--- config.mk ---
export PLATFORM = sky130hd
export DESIGN_NAME = pipe_scoreboard_flat
export DESIGN_NICKNAME = d
export VERILOG_FILES = /design/src/rtl/pipe_scoreboard_if.sv /design/src/rtl/pipe_scoreboard.sv /design/src/flat_wrapper.sv
export SDC_FILE = /design/constraint.sdc
export NUM_CORES = 1
export LEC_CHECK = 0
export CAP_MARGIN = 20
export CORE_ASPECT_RATIO = 1.4
export CORE_MARGIN = 3
export CORE_UTILIZATION = 55
export DETAILED_ROUTE_END_ITERATION = 10
export PLACE_DENSITY_LB_ADDON = 0.08
export SETUP_SLACK_MARGIN = 0.05
export SLEW_MARGIN = 10
export SYNTH_ARGS = -nofsm -noshare
export SYNTH_HDL_FRONTEND = slang
export SYNTH_SLANG_ARGS = --single-unit
--- constraint.sdc ---
create_clock -name clk_i -period 4.5 [get_ports clk_i]
set_input_delay 0.9 -clock clk_i [delete_from_list [all_inputs] [get_ports clk_i]]
set_output_delay 0.9 -clock clk_i [all_outputs]
set_load 0.02 [all_outputs]
--- src/rtl/pipe_scoreboard_if.sv ---
`default_nettype none
// ============================================================================
// Interface : pipe_scoreboard_if
// Purpose   : ID-stage issue, long-unit completion and writeback to the scoreboard
// Revision  : 1.0
// ============================================================================
interface pipe_scoreboard_if #(
  parameter int NREGS = 32,
  parameter int IDX_W = $clog2(NREGS),
  parameter int LAT_W = 2
);
  logic             issue_valid_i;
  logic             issue_use_rs1_i;
  logic             issue_use_rs2_i;
  logic [IDX_W-1:0] issue_rs1_i;
  logic [IDX_W-1:0] issue_rs2_i;
  logic             issue_wr_i;
  logic [IDX_W-1:0] issue_rd_i;
  logic [LAT_W-1:0] issue_lat_i;
  logic             issue_long_i;
  logic             flush_i;
  logic             complete_valid_i;
  logic [IDX_W-1:0] complete_rd_i;
  logic             wb_valid_i;
  logic [IDX_W-1:0] wb_rd_i;
  logic             stall_o;
  logic [1:0]       fwd_a_o;
  logic [1:0]       fwd_b_o;
  logic [NREGS-1:0] busy_o;
  logic             long_pending_o;

  modport master (
    output issue_valid_i, issue_use_rs1_i, issue_use_rs2_i, issue_rs1_i, issue_rs2_i,
    output issue_wr_i, issue_rd_i, issue_lat_i, issue_long_i, flush_i,
    output complete_valid_i, complete_rd_i, wb_valid_i, wb_rd_i,
    input  stall_o, fwd_a_o, fwd_b_o, busy_o, long_pending_o
  );

  modport slave (
    input  issue_valid_i, issue_use_rs1_i, issue_use_rs2_i, issue_rs1_i, issue_rs2_i,
    input  issue_wr_i, issue_rd_i, issue_lat_i, issue_long_i, flush_i,
    input  complete_valid_i, complete_rd_i, wb_valid_i, wb_rd_i,
    output stall_o, fwd_a_o, fwd_b_o, busy_o, long_pending_o
  );
endinterface
`default_nettype wire

--- src/rtl/pipe_scoreboard.sv ---
`default_nettype none
// ============================================================================
// Module   : pipe_scoreboard
// Purpose  : ID->EX register scoreboard producing the ID stall and EX forward selects
// Revision : 1.0
// ============================================================================
module pipe_scoreboard #(
  parameter int NREGS = 32,
  parameter int IDX_W = $clog2(NREGS),
  parameter int LAT_W = 2
) (
  input  wire logic        clk_i,
  input  wire logic        rst_i,
  pipe_scoreboard_if.slave sb
);
  localparam logic [1:0] c_sel_rf  = 2'b00;
  localparam logic [1:0] c_sel_mem = 2'b01;
  localparam logic [1:0] c_sel_wb  = 2'b10;
  localparam logic [1:0] c_age_wb  = 2'd2;

  logic [1:0]       r_cnt [NREGS];
  logic [1:0]       r_age [NREGS];
  logic [LAT_W-1:0] r_rem [NREGS];
  logic             r_lng [NREGS];
  logic             r_long_pending;
  logic [1:0]       r_fwd_a;
  logic [1:0]       r_fwd_b;

  logic [NREGS-1:0] w_busy;
  logic [NREGS-1:0] w_haz;
  logic [NREGS-1:0] w_dec;
  logic [NREGS-1:0] w_cpl;
  logic [NREGS-1:0] w_inc;
  logic             w_haz_rs1;
  logic             w_haz_rs2;
  logic             w_waw_long;
  logic             w_stall;
  logic             w_accept;
  logic [1:0]       w_sel_a;
  logic [1:0]       w_sel_b;

  // Entry 0 is never written, so x0 always reads as idle.
  always_comb begin
    w_busy = '0;
    w_haz  = '0;
    w_dec  = '0;
    w_cpl  = '0;
    for (int r = 1; r < NREGS; r++) begin
      w_busy[r] = (r_cnt[r] != 2'd0);
      w_haz[r]  = w_busy[r] && (r_lng[r] || (r_rem[r] != '0) || (r_age[r] == c_age_wb));
      w_dec[r]  = sb.wb_valid_i && (sb.wb_rd_i == IDX_W'(r)) && w_busy[r];
      w_cpl[r]  = sb.complete_valid_i && (sb.complete_rd_i == IDX_W'(r)) && r_lng[r];
    end
  end

  assign w_haz_rs1  = sb.issue_use_rs1_i && (sb.issue_rs1_i != '0) && w_haz[sb.issue_rs1_i];
  assign w_haz_rs2  = sb.issue_use_rs2_i && (sb.issue_rs2_i != '0) && w_haz[sb.issue_rs2_i];
  assign w_waw_long = sb.issue_wr_i && w_busy[sb.issue_rd_i] && r_lng[sb.issue_rd_i];
  assign w_stall    = sb.issue_valid_i && !sb.flush_i &&
                      (w_haz_rs1 || w_haz_rs2 || w_waw_long || (sb.issue_long_i && r_long_pending));
  assign w_accept   = sb.issue_valid_i && !sb.flush_i && !w_stall;

  always_comb begin
    w_inc = '0;
    for (int r = 1; r < NREGS; r++) begin
      w_inc[r] = w_accept && sb.issue_wr_i && (sb.issue_rd_i == IDX_W'(r));
    end
  end

  // Age 0 = producer now in EX (reader will see it in MEM); age 1 = producer in MEM.
  always_comb begin
    w_sel_a = c_sel_rf;
    w_sel_b = c_sel_rf;
    if (sb.issue_use_rs1_i && w_busy[sb.issue_rs1_i]) begin
      if (r_age[sb.issue_rs1_i] == 2'd0)      w_sel_a = c_sel_mem;
      else if (r_age[sb.issue_rs1_i] == 2'd1) w_sel_a = c_sel_wb;
    end
    if (sb.issue_use_rs2_i && w_busy[sb.issue_rs2_i]) begin
      if (r_age[sb.issue_rs2_i] == 2'd0)      w_sel_b = c_sel_mem;
      else if (r_age[sb.issue_rs2_i] == 2'd1) w_sel_b = c_sel_wb;
    end
  end

  always_ff @(posedge clk_i) begin
    if (!rst_i) begin
      for (int r = 0; r < NREGS; r++) begin
        r_cnt[r] <= 2'd0;
        r_age[r] <= 2'd0;
        r_rem[r] <= '0;
        r_lng[r] <= 1'b0;
      end
    end else begin
      for (int r = 1; r < NREGS; r++) begin
        if (w_inc[r] && !w_dec[r])      r_cnt[r] <= r_cnt[r] + 2'd1;
        else if (w_dec[r] && !w_inc[r]) r_cnt[r] <= r_cnt[r] - 2'd1;

        if (w_inc[r]) begin
          r_age[r] <= 2'd0;
          r_rem[r] <= sb.issue_lat_i;
          r_lng[r] <= sb.issue_long_i;
        end else if (w_cpl[r]) begin
          r_age[r] <= 2'd0;
          r_rem[r] <= '0;
          r_lng[r] <= 1'b0;
        end else if (w_busy[r]) begin
          if (r_age[r] != c_age_wb) r_age[r] <= r_age[r] + 2'd1;
          if (r_rem[r] != '0)       r_rem[r] <= r_rem[r] - LAT_W'(1);
        end
      end
    end
  end

  always_ff @(posedge clk_i) begin
    if (!rst_i) begin
      r_long_pending <= 1'b0;
      r_fwd_a        <= c_sel_rf;
      r_fwd_b        <= c_sel_rf;
    end else begin
      if (w_accept && sb.issue_long_i) r_long_pending <= 1'b1;
      else if (|w_cpl)                 r_long_pending <= 1'b0;
      r_fwd_a <= w_accept ? w_sel_a : c_sel_rf;
      r_fwd_b <= w_accept ? w_sel_b : c_sel_rf;
    end
  end

  // Only EX, MEM and WB can hold writers, so a fourth one means a broken pipeline.
  always_ff @(posedge clk_i) begin
    if (rst_i) begin
      for (int r = 1; r < NREGS; r++) begin
        assert (!(w_inc[r] && !w_dec[r] && (r_cnt[r] == 2'd3)));
      end
    end
  end

  assign sb.stall_o        = w_stall;
  assign sb.fwd_a_o        = r_fwd_a;
  assign sb.fwd_b_o        = r_fwd_b;
  assign sb.busy_o         = w_busy;
  assign sb.long_pending_o = r_long_pending;
endmodule
`default_nettype wire

--- src/flat_wrapper.sv ---
// flat-port wrapper written by rule: the top's interface ports become plain ports
module pipe_scoreboard_flat 
#(
  parameter int NREGS = 32,
  parameter int IDX_W = $clog2(NREGS),
  parameter int LAT_W = 2
)
  (clk_i, rst_i, sb_issue_valid_i, sb_issue_use_rs1_i, sb_issue_use_rs2_i, sb_issue_rs1_i, sb_issue_rs2_i, sb_issue_wr_i, sb_issue_rd_i, sb_issue_lat_i, sb_issue_long_i, sb_flush_i, sb_complete_valid_i, sb_complete_rd_i, sb_wb_valid_i, sb_wb_rd_i, sb_stall_o, sb_fwd_a_o, sb_fwd_b_o, sb_busy_o, sb_long_pending_o);
  pipe_scoreboard_if #(.NREGS(NREGS), .IDX_W(IDX_W), .LAT_W(LAT_W)) sb_i ();
  input  wire logic clk_i;
  input  wire logic rst_i;
  input wire logic [$bits(sb_i.issue_valid_i)-1:0] sb_issue_valid_i;
  input wire logic [$bits(sb_i.issue_use_rs1_i)-1:0] sb_issue_use_rs1_i;
  input wire logic [$bits(sb_i.issue_use_rs2_i)-1:0] sb_issue_use_rs2_i;
  input wire logic [$bits(sb_i.issue_rs1_i)-1:0] sb_issue_rs1_i;
  input wire logic [$bits(sb_i.issue_rs2_i)-1:0] sb_issue_rs2_i;
  input wire logic [$bits(sb_i.issue_wr_i)-1:0] sb_issue_wr_i;
  input wire logic [$bits(sb_i.issue_rd_i)-1:0] sb_issue_rd_i;
  input wire logic [$bits(sb_i.issue_lat_i)-1:0] sb_issue_lat_i;
  input wire logic [$bits(sb_i.issue_long_i)-1:0] sb_issue_long_i;
  input wire logic [$bits(sb_i.flush_i)-1:0] sb_flush_i;
  input wire logic [$bits(sb_i.complete_valid_i)-1:0] sb_complete_valid_i;
  input wire logic [$bits(sb_i.complete_rd_i)-1:0] sb_complete_rd_i;
  input wire logic [$bits(sb_i.wb_valid_i)-1:0] sb_wb_valid_i;
  input wire logic [$bits(sb_i.wb_rd_i)-1:0] sb_wb_rd_i;
  output wire logic [$bits(sb_i.stall_o)-1:0] sb_stall_o;
  output wire logic [$bits(sb_i.fwd_a_o)-1:0] sb_fwd_a_o;
  output wire logic [$bits(sb_i.fwd_b_o)-1:0] sb_fwd_b_o;
  output wire logic [$bits(sb_i.busy_o)-1:0] sb_busy_o;
  output wire logic [$bits(sb_i.long_pending_o)-1:0] sb_long_pending_o;
  assign sb_i.issue_valid_i = sb_issue_valid_i;
  assign sb_i.issue_use_rs1_i = sb_issue_use_rs1_i;
  assign sb_i.issue_use_rs2_i = sb_issue_use_rs2_i;
  assign sb_i.issue_rs1_i = sb_issue_rs1_i;
  assign sb_i.issue_rs2_i = sb_issue_rs2_i;
  assign sb_i.issue_wr_i = sb_issue_wr_i;
  assign sb_i.issue_rd_i = sb_issue_rd_i;
  assign sb_i.issue_lat_i = sb_issue_lat_i;
  assign sb_i.issue_long_i = sb_issue_long_i;
  assign sb_i.flush_i = sb_flush_i;
  assign sb_i.complete_valid_i = sb_complete_valid_i;
  assign sb_i.complete_rd_i = sb_complete_rd_i;
  assign sb_i.wb_valid_i = sb_wb_valid_i;
  assign sb_i.wb_rd_i = sb_wb_rd_i;
  assign sb_stall_o = sb_i.stall_o;
  assign sb_fwd_a_o = sb_i.fwd_a_o;
  assign sb_fwd_b_o = sb_i.fwd_b_o;
  assign sb_busy_o = sb_i.busy_o;
  assign sb_long_pending_o = sb_i.long_pending_o;
  pipe_scoreboard #(.NREGS(NREGS), .IDX_W(IDX_W), .LAT_W(LAT_W)) u_core (.clk_i(clk_i), .rst_i(rst_i), .sb(sb_i));
endmodule
[Yosys cells after proc, flatten, opt, wreduce, memory -nomap -nowiden]
Memory sizes are Yosys's and may differ from the RTL's.
Cells that the tools add are included.
Storage, ports and cells
  bits in registers: 5
  RAM bits: 224
  output and inout port bits: 38
  memories kept: 4
Memories
  u_core.r_age: words 32, bits a word 2, rd ports 33, clocked after memory_dff 0, wr ports 32, RTL line pipe_scoreboard.sv:22  | logic [1:0] r_age [NREGS];
  u_core.r_cnt: words 32, bits a word 2, rd ports 31, clocked after memory_dff 0, wr ports 32, RTL line pipe_scoreboard.sv:21  | logic [1:0] r_cnt [NREGS];
  u_core.r_rem: words 32, bits a word 2, rd ports 31, clocked after memory_dff 0, wr ports 32, RTL line pipe_scoreboard.sv:23  | logic [LAT_W-1:0] r_rem [NREGS];
  u_core.r_lng: words 32, bits a word 1, rd ports 32, clocked after memory_dff 0, wr ports 32, RTL line pipe_scoreboard.sv:24  | logic r_lng [NREGS];
Cells by class
  $add $sub $neg: 124
  magnitude comparators: 3
  eq/ne operators: 157
  muxes and demuxes: 1133
  bitwise gates (word level): 314
  reductions and logical operators: 463
Operators by type and width (count)
  1-bit 2-to-1 mux: 878
  2-bit 2-to-1 mux: 250
  1-bit OR: 310
  1-bit logical AND: 262
  5-bit equality test (second input constant): 48
  2-bit nonzero test: 63
  2-bit by 1-bit adder with 2-bit output (second input constant): 62
  2-bit by 1-bit subtractor with 2-bit output (second input constant): 62
  5-bit by 4-bit equality test with 1-bit output (second input constant): 24
  1-bit logical OR: 65
  1-bit logical NOT: 64
  2-bit equality test (second input constant): 31
  2-bit != test (second input constant): 31
  5-bit by 3-bit equality test with 1-bit output (second input constant): 12
  31-bit OR reduction: 1
  5-bit by 2-bit equality test with 1-bit output (second input constant): 6
  1-bit binary-select mux with 5-bit select: 5
  5-bit by 6-bit < comparator with 1-bit output (second input constant): 3
  5-bit by 1-bit equality test with 1-bit output (second input constant): 3
  5-bit nonzero test: 2
  4-bit OR reduction: 2
  3-bit AND reduction: 2
  2-bit by 1-bit equality test with 1-bit output (second input constant): 2
  2-bit logical NOT: 2
  1-bit NOT: 4

[Depth between registers and ports, before layout]
An unclocked memory read counts as a cell.
  word-level depth: 23
  gate-level depth with buffers: 14
  gate-level depth less buffers: 12

[Worst setup path after synthesis]
No wires, ideal clock.
  path type: input to output
  start: in sb_issue_rs1_i[0]
  end: out sb_stall_o
  arrival time: 3123 ps
  path slack: 477 ps
  stages on the path: 12
  path through: buf_4 -> or2_4 -> o311ai_0 -> nor4_1 -> a211o_1 -> nor4_1 -> and2_1 -> buf_4 -> buf_6 -> nor2_1 -> buf_2 -> nor2_1
On the way
  longest elaborated chain between the ends: 7
Ends and longest elaborated chain
  start: declaration: RTL line flat_wrapper.sv:15  | input wire logic [$bits(sb_i.issue_rs1_i)-1:0] sb_issue_rs1_i;
  1-bit binary-select mux with 5-bit select / 5-bit nonzero test (equally long branches): RTL line pipe_scoreboard.sv:56  | assign w_haz_rs1 = sb.issue_use_rs1_i && (sb.issue_rs1_i != '0) && w_haz[sb.issue_rs1_i];
  1-bit 2-to-1 mux (not written as such) / 1-bit logical AND (equally long branches): RTL line pipe_scoreboard.sv:56
  1-bit logical AND *: RTL line pipe_scoreboard.sv:56
  1-bit logical OR * (3 in series): RTL line pipe_scoreboard.sv:60  | (w_haz_rs1 || w_haz_rs2 || w_waw_long || (sb.issue_long_i && r_long_pending));
  1-bit logical AND *: RTL line pipe_scoreboard.sv:59  | assign w_stall = sb.issue_valid_i && !sb.flush_i &&
  end: declaration: RTL line flat_wrapper.sv:26  | output wire logic [$bits(sb_i.stall_o)-1:0] sb_stall_o;
Mark *: on every way between the ends. The rest lies on a longest branch, timed or not. The select of a mux whose other input is x is not followed.

[Final worst setup path]
  start: in sb_issue_rs1_i[1]
  end: out sb_stall_o
The elaborated chain is that of the path after synthesis.

==> reports/qor.yml <==
status:
  status: "completed"
clocking:
  cts_setup_buffers: 0
  cts_buffers: 24
  cts.sinks: 222
  max-clock-path-buffers: 3
  clockRootBuffer: "clkbuf_16"
  clk_pin_slew_ps: 60
  clk_latency_ps: 550
  cts_tree: "yes"
  htreeDepth: 1
floorplan:
  initial_core_util_pct: 56.5
  num_rows: 73
  io_pins: 75
  die_h_um: 209
  coreArea_sq_um: 28800
  fp.dieW_um: 151
  die-area_sq_um: 31700
yosys:
  synth_cell_type_count: 81
  async_reset_ff_share_pct: 0
  synth_edf_count: 201
  synthFlopType: "edfxtp_1"
  netlist_instances: 1809
  ys_ff_latch: 222
  synth_nets: 1909
  synth_area_sq_um: 16300
  ys_seq_area_share_pct: 39.7
  yosysWarnings: 0
  avgSynthCellArea_sq_um: 8.98
power_and_ir_drop:
  pwr-share-clk_pct: 33.2
  power_uw: 6660
  power_frac_comb_pct: 25.7
  power.internal_uw: 4570
  peakVddDrop_mv: 0.382
  seq_power_share_pct: 41.0
  p_switching_uw: 2090
  p_per_area_nw_per_um2: 345
  p_sw_share_pct: 31.3
  p_leak_uw: 0.00730
timing:
  finalSetupViolCount: 0
  maxSlewHeadroom_pct: 21.6
  totalNegativeSetupSlack_ps: 0
  rsz0062_at_grt: "yes"
  final_hold_viol_count: 0
  slew_violations: 0
  worst_slew_pin_slew_ps: 1180
  finClkSkew_ps: 11.9
  period_share_pct: 95.6
  finalCriticalPeriod_ps: 4300
  max_freq_ghz: 0.232
worst_setup_path:
  worstReg2RegStart: "u_core.r_age[16][0]$_SDFFCE_PN0P_"
  regToRegSetupSlack_ps: 320
  crit_chain: "clkdlybuf4s50_1 -> buf_4 -> buf_4 -> nand2_1 -> nor3_1 -> nor4b_1 -> a211o_1 -> nor4_2 -> buf_4 -> and2_1 -> nor2_1 -> nor2_1 -> clkbuf_2"
  crit_fanout: 5
  critPathCapture: "sb_stall_o"
  reg2regPathDepth: 15
  cp_slowest_stage_delay_ps: 450
  timing.critical_path.mode_cell: "buf_4"
  crit_type: "in -> out"
  slowest_stage: "clkdlybuf4s50_1"
  required_ps: 3600
  arrival_ps: 3400
  rr_endpoint: "u_core.r_cnt[10][3]$_SDFFCE_PN0P_"
  end_kind: "output pin"
  crit_start: "sb_issue_rs1_i[1]"
  start_kind: "primary input"
place:
  place.gp.congestion: 1.02
  port_buffers: 73
  place_inst: 2335
  place_hpwl_mm: 46.8
grt:
  grt_pass1_vias: 15357
  grt_overflow: 0
  grt_max_degree: 43
  grt_pass1_wl_mm: 89.8
  track_usage_pct: 37.6
  antenna_found_initial: 1
routing:
  drt_iter0_drc: 1601
  dr.pass1.iters: 6
  routedWlPerCell_um: 25.2
  avgViaCountPerCell: 6.65
  detail-route-antenna-nets: 0
  drc_errors: 0
  routed_wl_mm: 60.0
  vias: 15829
finish:
  final_util_pct: 67.1
  fill_cells: 2415
  area_delta_synth_final_pct: 18.8
  drive_above_1_share_pct: 15.0
  layout.nets: 2088
  fin_cells: 2382
hold_path:
  hold_path_class: "reg -> reg"
run:
  drv_cap: 0
-- stage by stage --
step | cell area (sq um) | setup WS [ps] | hold slack, ps
after floorplan | 16300 | 477 | 457
after global placement | 18400 | -330 | 483
after detailed placement | 18400 | -335 | 487
after CTS | 19300 | 59.2 | 497
after global routing | 19300 | 42.6 | 529
final | 19300 | 198 | 505
-- worst min-delay path by stage --
stage                             from                 endpoint  slack [ps]  depth (start not counted)
6_report       u_core.r_lng[8]$_DFF_P_  u_core.r_lng[8]$_DFF_P_         500                          2
5_1_grt        u_core.r_lng[8]$_DFF_P_  u_core.r_lng[8]$_DFF_P_         530                          2
4_1_cts        u_core.r_lng[8]$_DFF_P_  u_core.r_lng[8]$_DFF_P_         500                          2
3_5_place_dp   u_core.r_lng[8]$_DFF_P_  u_core.r_lng[8]$_DFF_P_         490                          2
3_3_place_gp   u_core.r_lng[8]$_DFF_P_  u_core.r_lng[8]$_DFF_P_         480                          2
2_1_floorplan  u_core.r_lng[7]$_DFF_P_  u_core.r_lng[7]$_DFF_P_         460                          2
-- power groups by stage --
stage | Sequential, uW | Clock (uW) | Combinational [uW]
floorplan | 2700 | 0 | 1070
global placement | 2760 | 0 | 1620
detailed placement | 2770 | 0 | 1660
CTS | 2730 | 2230 | 1680
global route | 2760 | 2300 | 1860
finish | 2730 | 2210 | 1710
-- timing repair --
action	in CTS	in global routing
gates resized for setup	3	3
setup endpoints to repair	1	5
hold buffers	0	0
pin swaps	0	0
-- sequential cells by signal, indices dropped and copies added (netlist names) --
register	flops
u_core.r_age	62
u_core.r_rem	62
u_core.r_lng	31
u_core.r_cnt	62
u_core.sb.fwd_b_o	2
u_core.sb.long_pending_o	1
u_core.sb.fwd_a_o	2
-- metal layers --
metal	track usage (%)	vias to the layer above	part of all wire [%]	wire (um)
met5	0	-	0	0
met4	26.4	0	8.5	5110
met3	4.88	233	7.8	4680
met2	61.5	836	47	28300
met1	45.3	7589	36	21900
li1	-	7171	-	-
-- Yosys cell counts, types with 12 or more instances --
| library cell | count | area share [%] |
|---|---|---|
| a2111oi_0 | 15 | 0.81 |
| a211oi_1 | 15 | 0.69 |
| a21o_1 | 14 | 0.65 |
| a21oi_1 | 61 | 1.9 |
| a311oi_1 | 12 | 0.65 |
| a31oi_1 | 20 | 0.77 |
| and2_1 | 15 | 0.58 |
| and3_1 | 15 | 0.58 |
| buf_2 | 18 | 0.55 |
| clkbuf_1 | 59 | 1.4 |
| dfxtp_1 | 21 | 2.6 |
| edfxtp_1 | 201 | 37 |
| ha_1 | 63 | 4.8 |
| inv_1 | 147 | 3.4 |
| mux4_2 | 29 | 4.0 |
| nand2_1 | 165 | 3.8 |
| nand2b_1 | 32 | 1.2 |
| nand3_1 | 91 | 2.8 |
| nand3b_1 | 12 | 0.55 |
| nand4_1 | 42 | 1.6 |
| nor2_1 | 154 | 3.6 |
| nor2b_1 | 30 | 1.2 |
| nor3_1 | 98 | 3.0 |
| nor3b_1 | 30 | 1.4 |
| nor4_1 | 60 | 2.3 |
| nor4b_1 | 16 | 0.86 |
| o21ai_0 | 115 | 3.5 |
| o32ai_1 | 29 | 1.6 |
| or3_1 | 16 | 0.62 |
| xnor2_1 | 27 | 1.5 |
| xor2_1 | 14 | 0.75 |
-- area by class of cell --
| type | instances | area (sq um) | area share [%] |
|---|---|---|---|
| antenna | 1 | 2.50 | 0.0130 |
| clock buffer | 33 | 674 | 3.49 |
| clock inverter | 11 | 194 | 1.00 |
| inverter | 148 | 556 | 2.88 |
| multi-input combinational | 1345 | 8860 | 45.9 |
| sequential | 222 | 6460 | 33.4 |
| tap | 375 | 469 | 2.43 |
| timing repair buffer | 247 | 2100 | 10.9 |
-- layout by cell type (no fill, tap or decap), types with 12 or more instances in the layout --
master	netlist	routed
mux4_2	29	29
clkbuf_16	0	24
nand2_1	165	165
nor3b_1	30	30
inv_1	147	146
nor4b_1	16	16
nand4_1	42	42
nor2_1	154	154
dfxtp_1	21	21
a311oi_1	12	12
ha_1	63	63
nand3b_1	12	12
nor2b_1	30	30
and3_1	15	15
buf_4	6	167
a21o_1	14	14
o21ai_0	115	115
nand3_1	91	91
nor4_1	60	56
xor2_1	14	14
a211oi_1	15	15
or3_1	16	16
edfxtp_1	201	201
xnor2_1	27	27
a2111oi_0	15	15
a21oi_1	61	61
clkdlybuf4s50_1	0	71
and2_1	15	16
a31oi_1	20	20
nor3_1	98	97
nand2b_1	32	32
nor3_2	11	12
o32ai_1	29	29
-- worst max-delay path: cells and delay by family --
kind | cells | cell delay (ps)
AO/OA/AOI/OAI | 1 | 320
AND/OR/NAND/NOR | 7 | 1030
buffers and inverters | 5 | 1130
-- cells by family (layout without fill, tap and decap cells) --
kind of cell | count (synthesis) | count (layout) | share of synthesized area, %
other | 1 | 2 | 0.0231
and+or+nand+nor | 843 | 843 | 28.0
muxes | 41 | 41 | 4.77
AOI/OAI and AO/OA | 356 | 356 | 14.5
adders and majority gates | 63 | 63 | 4.85
xor gates and xnor gates | 41 | 41 | 2.21
DFF | 222 | 222 | 39.7
buffers and inverters | 242 | 439 | 6.00
Power figures use the tool's default switching activity.
